<file path="config.mk">
export PLATFORM = sky130hd
export DESIGN_NAME = branch_resolve
export DESIGN_NICKNAME = d
export VERILOG_FILES = /design/src/rtl/branch_resolve.sv
export SDC_FILE = /design/constraint.sdc
export NUM_CORES = 1
export LEC_CHECK = 0
export CORE_MARGIN = 2
export CORE_UTILIZATION = 46
export DETAILED_ROUTE_END_ITERATION = 12
export PLACE_DENSITY = 0.77
export SLEW_MARGIN = 20
export SYNTH_ARGS = -nofsm -noshare
export SYNTH_HDL_FRONTEND = slang
export SYNTH_SLANG_ARGS = --single-unit
</file>
<file path="constraint.sdc">
create_clock -name clk -period 4.1 [get_ports clk]
set_input_delay 0.82 -clock clk [delete_from_list [all_inputs] [get_ports clk]]
set_output_delay 0.82 -clock clk [all_outputs]
set_load 0.03 [all_outputs]
</file>
<file path="src/rtl/branch_resolve.sv">
// Branch resolution stage: carries predictor metadata from IF through ID to EX,
// resolves the real next PC, emits predictor update strobes and pipeline flushes.
module branch_resolve #(
    parameter int ENTRYNUM = 8
) (
    input  logic        clk,
    input  logic        rst,
    input  logic        stall,
    input  logic        if_valid,
    input  logic [31:0] if_pc,
    input  logic [31:0] if_pc_pre,
    input  logic        if_hit,
    input  logic [2:0]  if_hitpos,
    input  logic        ex_is_branch,
    input  logic        ex_taken,
    input  logic [31:0] ex_target,
    output logic [31:0] pc_ex,
    output logic [31:0] pc_npc,
    output logic [2:0]  hitpos_ex,
    output logic        hit_ex,
    output logic        preright_ex,
    output logic        branch_ex,
    output logic        flush,
    output logic [31:0] redirect_pc,
    output logic [31:0] br_cnt,
    output logic [31:0] miss_cnt
);

    typedef struct packed {
        logic        v;
        logic [31:0] pc;
        logic [31:0] pc_pre;
        logic        hit;
        logic [2:0]  hitpos;
    } slot_t;

    // hitpos is a fixed 3-bit field, so a larger table cannot be addressed
    generate
        if (ENTRYNUM < 1 || ENTRYNUM > 8) begin : g_entrynum_range
            $error("branch_resolve: ENTRYNUM must be within 1..8");
        end
    endgenerate

    slot_t       id_r;
    slot_t       ex_r;
    slot_t       if_slot_s;
    logic [31:0] npc_s;
    logic        flush_s;
    logic        branch_s;
    logic [31:0] br_cnt_r;
    logic [31:0] miss_cnt_r;

    function automatic logic [31:0] sat_inc(input logic [31:0] val);
        if (val == 32'hFFFF_FFFF) begin
            sat_inc = val;
        end else begin
            sat_inc = val + 32'd1;
        end
    endfunction

    // Pack the IF-stage predictor metadata into a slot
    always_comb begin
        if_slot_s        = '0;
        if_slot_s.v      = if_valid;
        if_slot_s.pc     = if_pc;
        if_slot_s.pc_pre = if_pc_pre;
        if_slot_s.hit    = if_hit;
        if_slot_s.hitpos = if_hitpos;
    end

    // Actual next PC of the EX instruction; the +1 wraps naturally at 32 bits
    always_comb begin
        npc_s = 32'd0;
        if (ex_is_branch && ex_taken) begin
            npc_s = ex_target;
        end else begin
            npc_s = ex_r.pc + 32'd1;
        end
    end

    // Strobe and flush are gated by stall so a held EX slot is evaluated once
    always_comb begin
        flush_s  = 1'b0;
        branch_s = 1'b0;
        if (ex_r.v && !stall) begin
            flush_s  = (ex_r.pc_pre != npc_s);
            branch_s = ex_is_branch;
        end else begin
            flush_s  = 1'b0;
            branch_s = 1'b0;
        end
    end

    // ID/EX metadata slots: reset, hold on stall, squash on flush, else shift
    always_ff @(posedge clk) begin
        if (rst) begin
            id_r <= '0;
            ex_r <= '0;
        end else if (stall) begin
            id_r <= id_r;
            ex_r <= ex_r;
        end else if (flush_s) begin
            id_r.v <= 1'b0;
            ex_r.v <= 1'b0;
        end else begin
            ex_r <= id_r;
            id_r <= if_slot_s;
        end
    end

    // Saturating event counters; branch_s/flush_s are already stall-qualified
    always_ff @(posedge clk) begin
        if (rst) begin
            br_cnt_r   <= 32'd0;
            miss_cnt_r <= 32'd0;
        end else begin
            if (branch_s) begin
                br_cnt_r <= sat_inc(br_cnt_r);
            end else begin
                br_cnt_r <= br_cnt_r;
            end
            if (flush_s) begin
                miss_cnt_r <= sat_inc(miss_cnt_r);
            end else begin
                miss_cnt_r <= miss_cnt_r;
            end
        end
    end

    assign pc_ex       = ex_r.pc;
    assign pc_npc      = npc_s;
    assign hitpos_ex   = ex_r.hitpos;
    assign hit_ex      = ex_r.hit;
    assign preright_ex = (ex_r.pc_pre == npc_s);
    assign branch_ex   = branch_s;
    assign flush       = flush_s;
    assign redirect_pc = flush_s ? npc_s : 32'd0;
    assign br_cnt      = br_cnt_r;
    assign miss_cnt    = miss_cnt_r;

endmodule

</file>
# Yosys cells after proc, flatten, opt, wreduce, memory -nomap -nowiden
# Cells that the tools add are included.
# totals
out_inout_bits	167
register_bits	202
in_bits	106
elab_cells	35
# op_classes
add_sub_neg	3
eq_ne	4
n_bitwise	4
muxes	6
n_reduce_logical	6
# ops
cell	count
$add 32x1->32 const B	3
$eq 32x32->1 const B	2
$mux 32	2
$eq 32x32->1	1
$ne 32x32->1	1
$reduce_and 2->1	3
$mux 1	4
$not 1->1	4
$logic_and 1x1->1	2
$logic_not 1->1	1

# Depth between registers and ports, before layout
# logic_depth
word_depth	6
ltp_mapped	15
depth_no_buf	10

# Worst setup path before layout
# No wires, ideal clock.
# synth_path
kind	input to output
startpoint	input ex_taken
endpoint	output redirect_pc[14]
t_arrival_ps	3929
slack_ps	-649
n_path_buf	4
path_stages	12
t_required_ps	3280
path_cell_list	clkbuf_1 nand2_1 buf_2 a31oi_1 xor2_1 a2111oi_0 and4_1 and4_1 buf_6 nand2b_1 buf_2 a211oi_1
# synth_via
elab_chain_cells	5
# synth_rtl
element	line	source
from (decl)	15	input logic ex_taken,
$logic_and 1x1->1	74	if (ex_is_branch && ex_taken) begin
$mux 32	74	
via pc_npc[5]	18	output logic [31:0] pc_npc,
$ne 32x32->1	86	flush_s = (ex_r.pc_pre != npc_s);
$mux 1	85	if (ex_r.v && !stall) begin
$mux 32	137	assign redirect_pc = flush_s ? npc_s : 32'd0;
to (decl)	24	output logic [31:0] redirect_pc,
# The timed path passes the listed nets, and every way through them passes these cells.

# Worst setup path after layout
# layout_path
startpoint	register ex_r, in the netlist pc_ex[11]
endpoint	output redirect_pc[17]
# layout_via
elab_chain_cells	5
# layout_rtl
element	line	source
from (decl)	45	slot_t ex_r;
from (signal assigned)	101	ex_r <= ex_r;
from (signal assigned)	106	ex_r <= id_r;
$add 32x1->32 *	77	npc_s = ex_r.pc + 32'd1;
$mux 32 *	74	
$ne 32x32->1	86	
$mux 1	85	
$mux 32 *	137	
# Every way passes the cells marked *; elsewhere a longest branch is shown, timed or not.

==> summary.md <==
| Metric | Value |
|---|---|
| Post-DRT Antenna Nets | `0` |
| Synth Net Count | `1536` |
| Critical Path, Cell by Cell | `buf_6 -> nand4_1 -> nor4_2 -> buf_4 -> nand4_1 -> xnor2_2 -> o21ai_1 -> a2111oi_4 -> buf_4 -> and4_4 -> nand2b_4 -> buf_12 -> clkbuf_16 -> nor2b_1 -> buf_4` |
| Crit start category | `flop` |
| Worst Hold Depth | `2` |
| Power per cell area | `a little under 300 nW/um2` |
| Reg clk slew, reported paths | `0.06 ns` |
| Sequential element share of the synthesized area | `34.3%` |
| Final Skew | `0.0185 ns` |
| Min Tclk post-route | `around 4.6 ns` |
| Top cell type's share of synthesized area | `34.3%` |
| Largest cells by area after synthesis | `dfxtp_1 (34%), mux2i_1 (12%), nor2_1 (7.7%), xnor2_1 (2.7%), nand2_1 (2.6%)` |
| Period utilization | `112%` |
| I/O Pins | `273` |
| CTS tree | `done` |
| Async set or reset register ratio after synthesis | `0%` |
| Number of global-route vias before repair | `12600` |
| DRT Wirelength | `51800 um` |
| P&R area growth vs syn | `54.5%` |
| Detailed Route Iter0 Violations | `1130` |
| Rel. slew slack | `29.0%` |
| Clk sinks | `202` |
| H-tree depth | `1` |
| Largest net degree at the start of global routing | `95` |
| Final Wtd Congestion | `roughly 1.0` |
| Hold Crit Class | `reg -> reg` |
| Vias/cell | `5.80` |
| First-pass GRT wire length | `75400 um` |
| CTS Hold Buffers Added | `0` |
| Clock latency on the worst-skew pair | `0.54 ns` |
| Fill cells | `1856` |
| Post-synth EDFFs | `0` |
| Top Family by Delay on Critical Path | `simple AND/OR/NAND/NOR gates` |
| Post-layout net count | `2004` |
| Mapped Area | `11800 um2` |
| Worst-margin pin slew | `1.05 ns` |
| Worst R2R Start | `pc_ex[11]$_SDFFE_PP0P_` |
| Maxcap violations | `0` |
| Bufs and invs on worst path | `6` |
| Total chip power | `5440 uW` |
| Max Root-Sink Buffers | `3` |
| Initial antenna violation count | `0` |
| Core ar. | `around 25000 um2` |
| Yosys warnings | `0` |
| Worst hold margin | `around 0.47 ns` |
| Clock root cell | `clkbuf_16` |
| RR Endpoint | `miss_cnt[0]$_SDFFE_PP0P_` |
| RSZ-0062 raised after global routing | `yes` |
| DRC Markers | `0` |
| P_leak | `0.00764 uW` |
| Reg2Reg Depth | `15` |
| DP HPWL | `39400 um` |
| Via count | `13000` |
| Fmax | `between 200 and 250 MHz` |
| Worst setup EP type | `primary output` |
| Worst setup margin | `-0.499 ns` |
| Site Rows | `58` |
| WS Path Type | `reg -> out` |
| TNS Setup | `-15.91 ns` |
| Worst vdd ir | `0.476 mV` |
| Synthesized instance count | `around 1400` |
| Final core occ | `72.4%` |
| Die Y | `164 um` |
| Synth Register Bits | `slightly above 200` |
| Slowest cell on the critical path | `xnor2_2` |
| Crit path required time | `3.28 ns` |
| Avg Cell Area, Syn | `8.27 um2` |
| Arrival time at the worst endpoint | `3.78 ns` |
| Worst hold start | `id_r[68]$_SDFFE_PP0N_` |
| R2R Setup Slk | `0.31 ns` |
| Pins over their slew limit | `0` |
| Final hold viol count | `0` |
| Die X | `164 um` |
| Num CTS Buffers | `23` |
| Yosys cell types | `between 80 and 90` |
| Die footprint | `27000 um2` |
| Antenna Cells | `0` |
| Outcome | `complete, but fails checks` |
| Final Setup Violations | `34` |
| Violated checks | `negative setup slack` |
| Routed WL per cell | `23.1 um` |
| DR pass1 iterations | `8` |
| Main synth FF type | `dfxtp_1` |
| CP Max Fanout | `8` |
| GRT Residual Overflow | `0` |
| Hold Path Sink | `id_r[68]$_SDFFE_PP0N_` |
| CP peak stage delay | `0.40 ns` |
| IO Port Bufs | `around 270` |
| Initial core utilization | `a little under half` |
| Leading area contributor after synthesis | `dfxtp_1` |
| Pre-CTS WS | `-0.903 ns` |
| Share of layout cells above drive strength 1 | `27.3%` |
| CP dominant cell by count | `buf_4` |
| Gr usage total | `37.0%` |
final cells by class:
cell class                 count  area, um2  area share [%]
tap                          330        413            2.26
multi-input combinational   1064       7480            41.0
sequential                   202       4090            22.4
clock buffer                  32        689            3.78
clock inverter                 9        169           0.927
inverter                      32        121           0.666
timing repair buffer         572       5270            28.9
worst max path at each step:
| stage | cells after the start | slack (ns) | to | startpoint |
|---|---|---|---|---|
| after floorplan | 9 | -0.01 | redirect_pc[21] | ex_is_branch |
| after global placement | 12 | -1.02 | flush | ex_is_branch |
| after detailed placement | 12 | -0.90 | flush | ex_is_branch |
| after CTS | 15 | -0.48 | redirect_pc[31] | pc_ex[1]$_SDFFE_PP0P_ |
| after global routing | 16 | -0.58 | redirect_pc[17] | pc_ex[11]$_SDFFE_PP0P_ |
| final | 15 | -0.50 | redirect_pc[17] | pc_ex[11]$_SDFFE_PP0P_ |
metrics by stage:
stage	cells	cell area [um2]
floorplan	1427	11900
global placement	2171	16400
detailed placement	2171	16400
CTS	2229	17900
global route	2241	18200
finish	2241	18200
report_power, final:
group	switching (uW)	internal [uW]	leakage, uW
clock	876	1430	0.000417
combinational	538	505	0.00557
sequential	60.6	2030	0.00166
cells in the mapped netlist (31+ instances only):
master and instances:
o21ai_0 41, clkbuf_1 43, nand2_1 82, mux2i_1 143, xor2_1 34, a21oi_1 43, buf_2 32, nor4_1 31
xnor2_1 36, nor2_1 242, nor2b_1 48, dfxtp_1 202, buf_4 39, nand3_1 52
sequential cells by signal (all words and copies together), names as in the netlist:
name       cells
id_r          69
ex_r          33
br_cnt        32
miss_cnt      32
pc_ex         32
hitpos_ex      3
hit_ex         1
routing by layer:
layer	wire length (um)	GRT usage, %
met4	2800	17.5
met1	21000	46.6
met5	0	0
met2	24100	62.0
met3	3970	5.68
cell families after synthesis:
| kind of cell | count (synthesis) | share of synthesized area (%) |
|---|---|---|
| AOI/OAI and AO/OA | 191 | 11.0 |
| xor gates and xnor gates | 71 | 5.39 |
| adders and majority gates | 3 | 0.318 |
| buffers and inverters | 161 | 7.40 |
| DFF | 202 | 34.3 |
| muxes | 166 | 14.3 |
| and+or+nand+nor | 633 | 27.3 |
worst reg2reg max path, delay by kind of cell, from the launching register on:
| kind | cells | cell delay (ns) |
|---|---|---|
| AOI/OAI and AO/OA | 2 | 0.55 |
| xor gates and xnor gates | 1 | 0.40 |
| buffers and inverters | 6 | 1.01 |
| DFF | 1 | 0.38 |
| muxes | 1 | 0.35 |
| and+or+nand+nor | 5 | 0.98 |
layout by cell type, fill, tap and decap left out, drive strengths merged, types with 23 or more instances in the layout:
cell / n
clkdlybuf4s50: 202
clkbuf: 33
nand3: 54
nand4: 26
inv: 33
o21ai: 46
a21oi: 43
dfxtp: 202
mux2: 23
mux2i: 143
buf: 364
nor2: 242
xor2: 34
or3: 27
xnor2: 36
nor2b: 48
nor4: 33
nor3: 28
nand2: 83
repair_timing:
item                       4_1_cts  5_1_grt
buffers inserted                17       12
gates cloned                     1        1
resized for setup              125       64
setup endpoints to repair       35       34
pin swaps                       27       31
(Power assumes the default switching activity.)
